<file path="src/rtl/axa_pkg.sv">
// Shared widths, undo-entry layout and FSM state encoding for the AXA undo unit.
package axa_pkg;

  localparam int unsigned AXA_WORD_W = 16;
  localparam int unsigned AXA_REG_W  = 4;
  localparam int unsigned AXA_UPTR_W = 4;

  typedef struct packed {
    logic [AXA_REG_W-1:0]  regn;
    logic [AXA_WORD_W-1:0] val;
  } undo_entry_t;

  typedef enum logic [1:0] {
    StIdle,
    StRewind,
    StDone
  } undo_state_e;

endpackage

</file>
<file path="src/rtl/axa_undo_unit_if.sv">
// Push / peek / rewind / restore signal bundle between the pipeline and the undo unit.
interface axa_undo_unit_if
  import axa_pkg::*;
#(
  parameter int unsigned UPTR_W = AXA_UPTR_W
);

  logic                  push_valid;
  logic                  push_ready;
  logic [AXA_REG_W-1:0]  push_reg;
  logic [AXA_WORD_W-1:0] push_val;
  logic [UPTR_W-1:0]     peek_idx;
  logic [AXA_WORD_W-1:0] peek_data;
  logic                  peek_valid;
  logic                  rewind_start;
  logic [UPTR_W:0]       rewind_count;
  logic                  restore_we;
  logic [AXA_REG_W-1:0]  restore_reg;
  logic [AXA_WORD_W-1:0] restore_val;
  logic                  rewind_busy;
  logic                  rewind_done;
  logic                  underflow;
  logic                  overflow_drop;

  modport master (
    output push_valid, push_reg, push_val, peek_idx, rewind_start, rewind_count,
    input  push_ready, peek_data, peek_valid, restore_we, restore_reg, restore_val,
           rewind_busy, rewind_done, underflow, overflow_drop
  );

  modport slave (
    input  push_valid, push_reg, push_val, peek_idx, rewind_start, rewind_count,
    output push_ready, peek_data, peek_valid, restore_we, restore_reg, restore_val,
           rewind_busy, rewind_done, underflow, overflow_drop
  );

endinterface

</file>
<file path="src/rtl/axa_undo_ram.sv">
// Undo storage: one synchronous write port, combinational pop read and (with
// AXA_UNDO_PEEK_EN) a combinational peek read.
module axa_undo_ram
  import axa_pkg::*;
#(
  parameter int unsigned UPTR_W = AXA_UPTR_W
) (
  input  logic              clk_i,
  input  logic              we_i,
  input  logic [UPTR_W-1:0] waddr_i,
  input  undo_entry_t       wdata_i,
  input  logic [UPTR_W-1:0] pop_addr_i,
  output undo_entry_t       pop_data_o
`ifdef AXA_UNDO_PEEK_EN
  ,
  input  logic [UPTR_W-1:0] peek_addr_i,
  output undo_entry_t       peek_data_o
`endif
);

  undo_entry_t mem_q [2**UPTR_W];

  always_ff @(posedge clk_i) begin
    if (we_i) begin
      mem_q[waddr_i] <= wdata_i;
    end
  end

  assign pop_data_o = mem_q[pop_addr_i];

`ifdef AXA_UNDO_PEEK_EN
  assign peek_data_o = mem_q[peek_addr_i];
`endif

endmodule

</file>
<file path="src/rtl/axa_undo_unit.sv">
// Circular undo stack with a reverse-execution sequencer that replays saved
// register values. Optional peek port enabled by AXA_UNDO_PEEK_EN.
module axa_undo_unit
  import axa_pkg::*;
#(
  parameter int unsigned UPTR_W = AXA_UPTR_W
) (
  input  logic           clk_i,
  input  logic           reset_i,
  axa_undo_unit_if.slave bus
);

  localparam logic [UPTR_W:0] OccFull = (UPTR_W + 1)'(2 ** UPTR_W);

  undo_state_e       state_q, state_d;
  logic [UPTR_W-1:0] sp_q, sp_d;
  logic [UPTR_W:0]   occ_q, occ_d;
  logic [UPTR_W:0]   rem_q, rem_d;
  logic              restore_we_q, restore_we_d;
  undo_entry_t       restore_q, restore_d;
  logic              done_q, done_d;
  logic              ovf_q, ovf_d;
  logic              underflow_q, underflow_d;

  logic              ram_we;
  undo_entry_t       ram_wdata;
  undo_entry_t       pop_entry;
  logic [UPTR_W-1:0] pop_addr;

  assign ram_wdata = '{regn: bus.push_reg, val: bus.push_val};
  assign pop_addr  = sp_q - 1'b1;

  always_comb begin
    state_d      = state_q;
    sp_d         = sp_q;
    occ_d        = occ_q;
    rem_d        = rem_q;
    restore_we_d = 1'b0;
    restore_d    = restore_q;
    done_d       = 1'b0;
    ovf_d        = 1'b0;
    underflow_d  = underflow_q;
    ram_we       = 1'b0;

    unique case (state_q)
      StIdle: begin
        if (bus.push_valid) begin
          ram_we = 1'b1;
          sp_d   = sp_q + 1'b1;
          if (occ_q == OccFull) begin
            ovf_d = 1'b1;
          end else begin
            occ_d = occ_q + 1'b1;
          end
        end
        // The push lands this edge, so the first pop sees it at sp-1.
        if (bus.rewind_start && (bus.rewind_count != '0)) begin
          rem_d   = bus.rewind_count;
          state_d = StRewind;
        end
      end
      StRewind: begin
        if (occ_q == '0) begin
          underflow_d = 1'b1;
          state_d     = StDone;
        end else begin
          restore_we_d = 1'b1;
          restore_d    = pop_entry;
          sp_d         = sp_q - 1'b1;
          occ_d        = occ_q - 1'b1;
          rem_d        = rem_q - 1'b1;
          if (rem_q == (UPTR_W + 1)'(1)) begin
            state_d = StDone;
          end
        end
      end
      StDone: begin
        done_d  = 1'b1;
        state_d = StIdle;
      end
      default: state_d = StIdle;
    endcase
  end

  always_ff @(posedge clk_i) begin
    if (reset_i) begin
      state_q      <= StIdle;
      sp_q         <= '0;
      occ_q        <= '0;
      rem_q        <= '0;
      restore_we_q <= 1'b0;
      restore_q    <= '0;
      done_q       <= 1'b0;
      ovf_q        <= 1'b0;
      underflow_q  <= 1'b0;
    end else begin
      state_q      <= state_d;
      sp_q         <= sp_d;
      occ_q        <= occ_d;
      rem_q        <= rem_d;
      restore_we_q <= restore_we_d;
      restore_q    <= restore_d;
      done_q       <= done_d;
      ovf_q        <= ovf_d;
      underflow_q  <= underflow_d;
    end
  end

  assign bus.push_ready    = (state_q == StIdle);
  assign bus.rewind_busy   = (state_q == StRewind) || (state_q == StDone);
  assign bus.rewind_done   = done_q;
  assign bus.restore_we    = restore_we_q;
  assign bus.restore_reg   = restore_q.regn;
  assign bus.restore_val   = restore_q.val;
  assign bus.underflow     = underflow_q;
  assign bus.overflow_drop = ovf_q;

`ifdef AXA_UNDO_PEEK_EN
  undo_entry_t       peek_entry;
  logic [UPTR_W-1:0] peek_addr;

  // Index is counted from the top of stack and wraps like the pipeline's read.
  assign peek_addr      = sp_q - bus.peek_idx - 1'b1;
  assign bus.peek_data  = peek_entry.val;
  assign bus.peek_valid = ({1'b0, bus.peek_idx} < occ_q);
`else
  assign bus.peek_data  = '0;
  assign bus.peek_valid = 1'b0;
`endif

  axa_undo_ram #(
    .UPTR_W(UPTR_W)
  ) u_ram (
    .clk_i      (clk_i),
    .we_i       (ram_we),
    .waddr_i    (sp_q),
    .wdata_i    (ram_wdata),
    .pop_addr_i (pop_addr),
    .pop_data_o (pop_entry)
`ifdef AXA_UNDO_PEEK_EN
    ,
    .peek_addr_i(peek_addr),
    .peek_data_o(peek_entry)
`endif
  );

endmodule

</file>
<file path="src/flat_wrapper.sv">
// flat-port wrapper written by rule: the top's interface ports become plain ports
module axa_undo_unit_flat import axa_pkg::*;
#(
  parameter int unsigned UPTR_W = AXA_UPTR_W
)
  (clk_i, reset_i, bus_push_valid, bus_push_reg, bus_push_val, bus_peek_idx, bus_rewind_start, bus_rewind_count, bus_push_ready, bus_peek_data, bus_peek_valid, bus_restore_we, bus_restore_reg, bus_restore_val, bus_rewind_busy, bus_rewind_done, bus_underflow, bus_overflow_drop);
  axa_undo_unit_if #(.UPTR_W(UPTR_W)) bus_i ();
  input  logic clk_i;
  input  logic reset_i;
  input wire logic [$bits(bus_i.push_valid)-1:0] bus_push_valid;
  input wire logic [$bits(bus_i.push_reg)-1:0] bus_push_reg;
  input wire logic [$bits(bus_i.push_val)-1:0] bus_push_val;
  input wire logic [$bits(bus_i.peek_idx)-1:0] bus_peek_idx;
  input wire logic [$bits(bus_i.rewind_start)-1:0] bus_rewind_start;
  input wire logic [$bits(bus_i.rewind_count)-1:0] bus_rewind_count;
  output wire logic [$bits(bus_i.push_ready)-1:0] bus_push_ready;
  output wire logic [$bits(bus_i.peek_data)-1:0] bus_peek_data;
  output wire logic [$bits(bus_i.peek_valid)-1:0] bus_peek_valid;
  output wire logic [$bits(bus_i.restore_we)-1:0] bus_restore_we;
  output wire logic [$bits(bus_i.restore_reg)-1:0] bus_restore_reg;
  output wire logic [$bits(bus_i.restore_val)-1:0] bus_restore_val;
  output wire logic [$bits(bus_i.rewind_busy)-1:0] bus_rewind_busy;
  output wire logic [$bits(bus_i.rewind_done)-1:0] bus_rewind_done;
  output wire logic [$bits(bus_i.underflow)-1:0] bus_underflow;
  output wire logic [$bits(bus_i.overflow_drop)-1:0] bus_overflow_drop;
  assign bus_i.push_valid = bus_push_valid;
  assign bus_i.push_reg = bus_push_reg;
  assign bus_i.push_val = bus_push_val;
  assign bus_i.peek_idx = bus_peek_idx;
  assign bus_i.rewind_start = bus_rewind_start;
  assign bus_i.rewind_count = bus_rewind_count;
  assign bus_push_ready = bus_i.push_ready;
  assign bus_peek_data = bus_i.peek_data;
  assign bus_peek_valid = bus_i.peek_valid;
  assign bus_restore_we = bus_i.restore_we;
  assign bus_restore_reg = bus_i.restore_reg;
  assign bus_restore_val = bus_i.restore_val;
  assign bus_rewind_busy = bus_i.rewind_busy;
  assign bus_rewind_done = bus_i.rewind_done;
  assign bus_underflow = bus_i.underflow;
  assign bus_overflow_drop = bus_i.overflow_drop;
  axa_undo_unit #(.UPTR_W(UPTR_W)) u_core (.clk_i(clk_i), .reset_i(reset_i), .bus(bus_i));
endmodule
</file>
<file path="config.mk">
export PLATFORM = sky130hd
export DESIGN_NAME = axa_undo_unit_flat
export DESIGN_NICKNAME = d
export VERILOG_FILES = /design/src/rtl/axa_pkg.sv /design/src/rtl/axa_undo_unit_if.sv /design/src/rtl/axa_undo_ram.sv /design/src/rtl/axa_undo_unit.sv /design/src/flat_wrapper.sv
export SDC_FILE = /design/constraint.sdc
export NUM_CORES = 1
export LEC_CHECK = 0
export CAP_MARGIN = 20
export CELL_PAD_IN_SITES_DETAIL_PLACEMENT = 1
export CELL_PAD_IN_SITES_GLOBAL_PLACEMENT = 2
export CORE_MARGIN = 2
export CORE_UTILIZATION = 49
export DETAILED_ROUTE_END_ITERATION = 8
export GPL_TIMING_DRIVEN = 0
export PLACE_DENSITY_LB_ADDON = 0.1
export RECOVER_POWER = 25
export SYNTH_ARGS = -nofsm -noshare
export SYNTH_HDL_FRONTEND = slang
export SYNTH_SLANG_ARGS = --single-unit
</file>
<file path="constraint.sdc">
create_clock -name clk_i -period 5.8 [get_ports clk_i]
set_clock_uncertainty 0.2 [all_clocks]
set_input_delay 0.87 -clock clk_i [delete_from_list [all_inputs] [get_ports clk_i]]
set_output_delay 0.87 -clock clk_i [all_outputs]
set_load 0.05 [all_outputs]
</file>
==> results of run 1 <==
==> through the flow <==
stage | hold WS (ns) | area [µm²] | std cells | power [mW]
3_5_place_dp | 0.258 | 15700 | 1255 | 6.14
5_1_grt | 0.285 | 16900 | 1326 | 8.77
6_report | 0.271 | 16900 | 1326 | 8.38
4_1_cts | 0.272 | 16900 | 1323 | 8.46
3_3_place_gp | 0.257 | 15300 | 1242 | 6.00
2_1_floorplan | 0.252 | 14300 | 805 | 5.22
==> critical path: stages, from the launching register on <==
cell      delay (ns)
dfxtp_1         0.41
clkbuf_2        0.18
buf_6           0.21
buf_6           0.22
inv_1           0.11
ha_1            0.28
buf_2           0.20
buf_1           0.65
mux4_2          0.41
nand2_1         0.08
a21oi_1         0.15
a211o_1         0.26
==> kinds of logic (layout without fill, tap and decap cells) <==
family	after synthesis	count (layout)	synth area share, %
AOI/OAI and AO/OA	98	98	4.50
muxes	86	86	13.1
DFF	360	360	73.0
other	1	17	0.0263
buffers and inverters	70	207	2.77
adders and majority gates	13	13	1.14
xor gates and xnor gates	10	10	0.614
and+or+nand+nor	151	151	4.92
==> area by class of cell <==
cell class	count	area (µm²)	share of cell area (%)
plain buffers	60	358	2.11
clock buffers	54	1050	6.21
clock inverters	14	121	0.717
inverters	10	37.5	0.222
multi-input cells	375	3520	20.8
flip-flops and latches	360	10400	61.5
well taps	384	480	2.84
repair buffers	69	956	5.64
==> worst min-delay path by stage <==
stage                                       endpoint  slack [ns]  depth (start not counted)
after floorplan                      u_core.rem_q[4]        0.25                          2
after global placement          u_core.bus.underflow        0.26                          2
after detailed placement  u_core.bus.restore_val[13]        0.26                          1
after CTS                 u_core.bus.restore_val[13]        0.27                          1
after global routing      u_core.bus.restore_val[13]        0.28                          1
final                           u_core.bus.underflow        0.27                          2
==> power groups by stage <==
stage	combinational (mW)	sequential (mW)	clock (mW)
3_3_place_gp	2.78	3.22	0
2_1_floorplan	1.83	3.39	0
3_5_place_dp	2.91	3.23	0
5_1_grt	3.14	3.20	2.43
6_report	2.89	3.18	2.31
4_1_cts	2.93	3.18	2.35
==> cells in the mapped netlist, types with 2 or more instances <==
cell,n,area [µm²]
nor3_1,2,10.0
mux4_2,80,1800
a211oi_1,4,30.0
buf_1,3,11.3
clkbuf_1,20,75.1
nand3_1,2,10.0
nor2b_1,3,18.8
xnor2_1,5,43.8
buf_2,12,60.1
dfxtp_1,40,801
inv_1,10,37.5
xor2_1,5,43.8
nand2_1,90,338
a211o_1,20,175
nor4b_1,2,17.5
buf_6,7,78.8
o21ai_1,4,20.0
nand2b_1,2,12.5
a31oi_1,2,12.5
mux2_2,2,22.5
o221a_2,2,22.5
a22o_1,2,17.5
a21oi_2,2,17.5
buf_4,17,128
nor2_1,18,67.6
edfxtp_1,320,9610
ha_1,13,163
a21oi_1,50,250
a21o_1,2,15.0
mux2i_1,4,40.0
nor3b_1,4,30.0
o21ai_2,2,17.5
and2_1,17,106
==> layer usage <==
metal	GRT usage, %	up-vias
met3	3.11	50
met5	0	-
met4	5.90	2
met2	37.2	200
li1	-	3321
met1	32.5	4043
==> impl_metrics.json, run 1 <==
{
  "hold_viol": 0,
  "cts_buffers": 38,
  "yosysUniqueCellTypes": 54,
  "regMostFlops": "u_core.u_ram.mem_q",
  "grt_pass1_vias": 8305,
  "route.met2.wl_um": 16300,
  "setup-tns-final_ns": 0,
  "relSlewSlack_pct": 41.7,
  "cts.sinks": 360,
  "pre_cts_ws_ns": 2.31,
  "synth_area_um2": 14300,
  "wl_per_cell_um": 25.3,
  "synth-seq-area-share_pct": 73.0,
  "fin_nets": 960,
  "grt_pass1_wl_um": 50900,
  "ctsHoldBuffers": 0,
  "finalCritPeriodShare_pct": 60.4,
  "setup_ws_ns": 2.30,
  "grt_usage_pct": 22.7,
  "die_w_um": 175,
  "cts-root-buf": "clkbuf_16",
  "antenna_found_initial": 1,
  "reg2reg_slack_ns": 2.30,
  "critPathKind": "flip-flop to flip-flop",
  "finalCriticalPeriod_ns": 3.50,
  "r2r_start": "u_core.sp_q[0]",
  "vias_per_cell": 5.74,
  "drv_slew": 0,
  "htree_levels": 2,
  "synth-edff-count": 320,
  "cp-start-kind": "flip-flop",
  "cap_violations": 0,
  "ant_nets": 0,
  "cts.clk_slew.worst_paths_ns": 0.06,
  "start_util_pct": 49.7,
  "wl_met1_um": 15000,
  "layout_common_cells": "320 x edfxtp_1, 90 x nand2_1, 80 x mux4_2",
  "drc": 0,
  "drive_gt1_share_pct": 20.7,
  "grt_max_degree": 21,
  "largest_reg_flops": 320,
  "cts_setup_buffers": 0,
  "ctsResizeCount": 0,
  "timing.critical_path.from": "u_core.sp_q[0]",
  "synth_seq_cells": 360,
  "worst_slew_pin_slew_ns": 0.875,
  "p_sw_mw": 2.79,
  "synth_warnings": 0,
  "drtIter0Drc": 673,
  "drt_pre_antenna_iters": 5,
  "dr_wl_met3_um": 1650,
  "ir_drop_v": 0.000277,
  "netlist_instances": 789,
  "final_common_cell": "edfxtp_1",
  "cellPowerDensity_nw_per_um2": 495,
  "required_ns": 6.01,
  "wl_um": 33500,
  "coreArea_um2": 28700,
  "syn_to_final_growth_pct": 18.7,
  "switching_share_pct": 33.3,
  "antenna_cells_inserted": 0,
  "fillers": 2571,
  "top_layer": "met5",
  "setup_viol": 0,
  "pin_count": 76,
  "rows": 62,
  "fp.dieH_um": 175,
  "via_count": 7616,
  "p_seq_share_pct": 38.0,
  "insertion_delay_ns": 0.52,
  "p_int_mw": 5.59,
  "cp.arrival_ns": 3.71,
  "syn_avg_cell_area_um2": 18.1,
  "max_freq_ghz": 0.285,
  "die_area_um2": 30500,
  "total_leakage_power_nw": 5.75,
  "hpwlAfterDp_um": 21800,
  "hold_path_class": "flip-flop to flip-flop",
  "async_reset_ff_share_pct": 0,
  "clock_path_buffers": 3,
  "rsz0062_at_grt": "no",
  "gp_congestion": 0.801,
  "final_util_pct": 59.0,
  "outcome": "finished clean",
  "clkPwrFrac_pct": 27.5,
  "critPathMaxFanout": 10,
  "reg2reg_depth": 11,
  "endpoint": "u_core.bus.restore_reg[0]",
  "r2r_end": "u_core.bus.restore_reg[0]",
  "synth_ff_type": "edfxtp_1",
  "p_comb_share_pct": 34.5,
  "holdCritStartpoint": "u_core.bus.underflow",
  "overflow": 0,
  "cts_tree": "built",
  "cp-end-kind": "flip-flop",
  "io_buffers": 53
}
(Power assumes the default switching activity.)
==> run 2, diff against run 1 <==
Settings changed: CORE_UTILIZATION 49 to 41.
Clock period 5.8 ns to 3 ns, I/O delays scaled along.
==> impl_metrics.json, run 2 (synthesis gave the netlist of run 1 again) <==
{
  "p_int_mw": 11.0,
  "antenna_cells_inserted": 0,
  "critPathSlowestCell": "nor3b_1",
  "cp-start-kind": "flip-flop",
  "syn_to_final_growth_pct": 20.2,
  "start_util_pct": 41.5,
  "grt_max_degree": 17,
  "rsz0062_at_grt": "no",
  "hold_path_class": "input port to flip-flop",
  "reg2reg_slack_ns": 0.10,
  "regMostFlops": "u_core.u_ram.mem_q",
  "insertion_delay_ns": 0.53,
  "timing.critical_path.from": "u_core.state_q[0]",
  "max_freq_ghz": 0.345,
  "coreArea_um2": 34400,
  "layout_common_cells": "320 x edfxtp_1, 90 x nand2_1, 80 x mux4_2",
  "cellPowerDensity_nw_per_um2": 964,
  "fin_area_um2": 17200,
  "die_w_um": 191,
  "power_mw": 16.5,
  "critPathMaxFanout": 15,
  "p_comb_share_pct": 35.5,
  "via_count": 7561,
  "final_cells": 1401,
  "drt_pre_antenna_iters": 5,
  "r2r_start": "u_core.state_q[0]",
  "ant_nets": 0,
  "p_sw_mw": 5.53,
  "grt_usage_pct": 20.0,
  "cts_tree": "built",
  "relSlewSlack_pct": 46.5,
  "setup_viol": 0,
  "rows": 68,
  "dpl-instance-area_um2": 15800,
  "drv_slew": 0,
  "drc": 0,
  "ir_drop_v": 0.000482,
  "final_common_cell": "edfxtp_1",
  "p_seq_share_pct": 37.2,
  "cts-root-buf": "clkbuf_16",
  "finalCriticalPeriod_ns": 2.90,
  "switching_share_pct": 33.5,
  "grt_pass1_vias": 8136,
  "worst_slew_pin_slew_ns": 0.802,
  "antenna_found_initial": 0,
  "hold_viol": 0,
  "clock_path_buffers": 3,
  "fillers": 3218,
  "htree_levels": 2,
  "clkPwrFrac_pct": 27.4,
  "hpwlAfterDp_um": 23100,
  "multi_input_area_um2": 3550,
  "vias_per_cell": 5.40,
  "max_stage_delay_ns": 0.60,
  "wl_per_cell_um": 25.2,
  "required_ns": 3.02,
  "gp_congestion": 0.738,
  "pin_count": 76,
  "cp-end-kind": "flip-flop",
  "cap_violations": 0,
  "finalCritPeriodShare_pct": 96.6,
  "wl_um": 35300,
  "overflow": 0,
  "cts.sinks": 360,
  "cts.clk_slew.worst_paths_ns": 0.06,
  "grt_pass1_wl_um": 52700,
  "cp.arrival_ns": 2.92,
  "drtIter0Drc": 515,
  "fin_nets": 961,
  "holdCritStartpoint": "reset_i",
  "outcome": "finished clean",
  "die_area_um2": 36300,
  "drive_gt1_share_pct": 23.5,
  "fp.dieH_um": 191,
  "crit_chain": "inv_1, ha_1, buf_2, nand2_1, nor3b_1, and2_1, buf_8",
  "cts_buffers": 39,
  "critPathKind": "flip-flop to flip-flop",
  "total_leakage_power_nw": 5.82,
  "largest_reg_flops": 320,
  "regArea_um2": 10400,
  "dp.cells": 1329,
  "io_buffers": 53
}
-- run 2: cell count changes in the layout (fill, tap and decap cells not counted), moves of 3 or more --
| cell | before | now |
|---|---|---|
| clkbuf_1 | 33 | 24 |
| clkbuf_8 | 2 | 10 |
| clkbuf_2 | 1 | 7 |
| buf_8 | 1 | 5 |
| clkinv_1 | 5 | 1 |
| buf_1 | 3 | 0 |
-- run 2: repair_timing --
action | 4_1_cts | 5_1_grt
setup buffers | 0 | 0
resized for setup | 38 | 9
endpoints found under the hold margin | 0 | 0
hold buffers | 0 | 0
endpoints found under the setup margin | 21 | 40
-- run 2: worst max-delay path: cells and delay by family (launching register included) --
family,cells,cell delay [ns]
adder cells (fa/ha/maj),1,0.17
AND/OR/NAND/NOR,3,1.28
buffers and inverters,3,0.57
flip-flops,1,0.35
-- run 2: through the flow --
stage / hold slack (ns) / setup WS, ns / setup TNS, ns / util (%)
floorplan: 0.252 / 0.336 / 0 / -
global placement: 0.262 / -0.488 / -64.49 / 44.9
detailed placement: 0.258 / -0.612 / -13.27 / 46.1
CTS: 0.184 / 0.0567 / 0 / 49.8
global route: 0.243 / 0.0141 / 0 / 49.9
finish: 0.188 / 0.102 / 0 / 49.9
-- run 2: metal layers --
layer  share of wire, %  routed length [µm]  track usage [%]
met5                  0                   0                0
met4                1.9                 680             5.34
met3                4.9                1710             3.18
met2                 48               17000             32.7
met1                 45               15900             28.2
-- run 2: cell type report --
type	count	share of cell area, %
repair buffers	69	5.44
multi-input cells	375	20.7
clock inverters	11	0.554
inverters	10	0.219
flip-flops and latches	360	60.7
clock buffers	61	6.41
well taps	455	3.32
plain buffers	60	2.68
-- run 2: power groups by stage --
stage	logic [mW]	registers, mW	clock network (mW)
finish	5.86	6.15	4.52
detailed placement	5.74	6.25	0
CTS	5.97	6.15	4.64
global placement	5.49	6.24	0
global route	6.34	6.19	4.80
floorplan	3.54	6.55	0
-- run 2: path summary, 6_finish.rpt --
kind                                end  depth (start not counted)
max           u_core.u_ram.mem_q[7][14]                          7
min              u_core.bus.rewind_done                          2
max reg2reg   u_core.u_ram.mem_q[7][14]                          7
min reg2reg  u_core.bus.restore_val[11]                          1
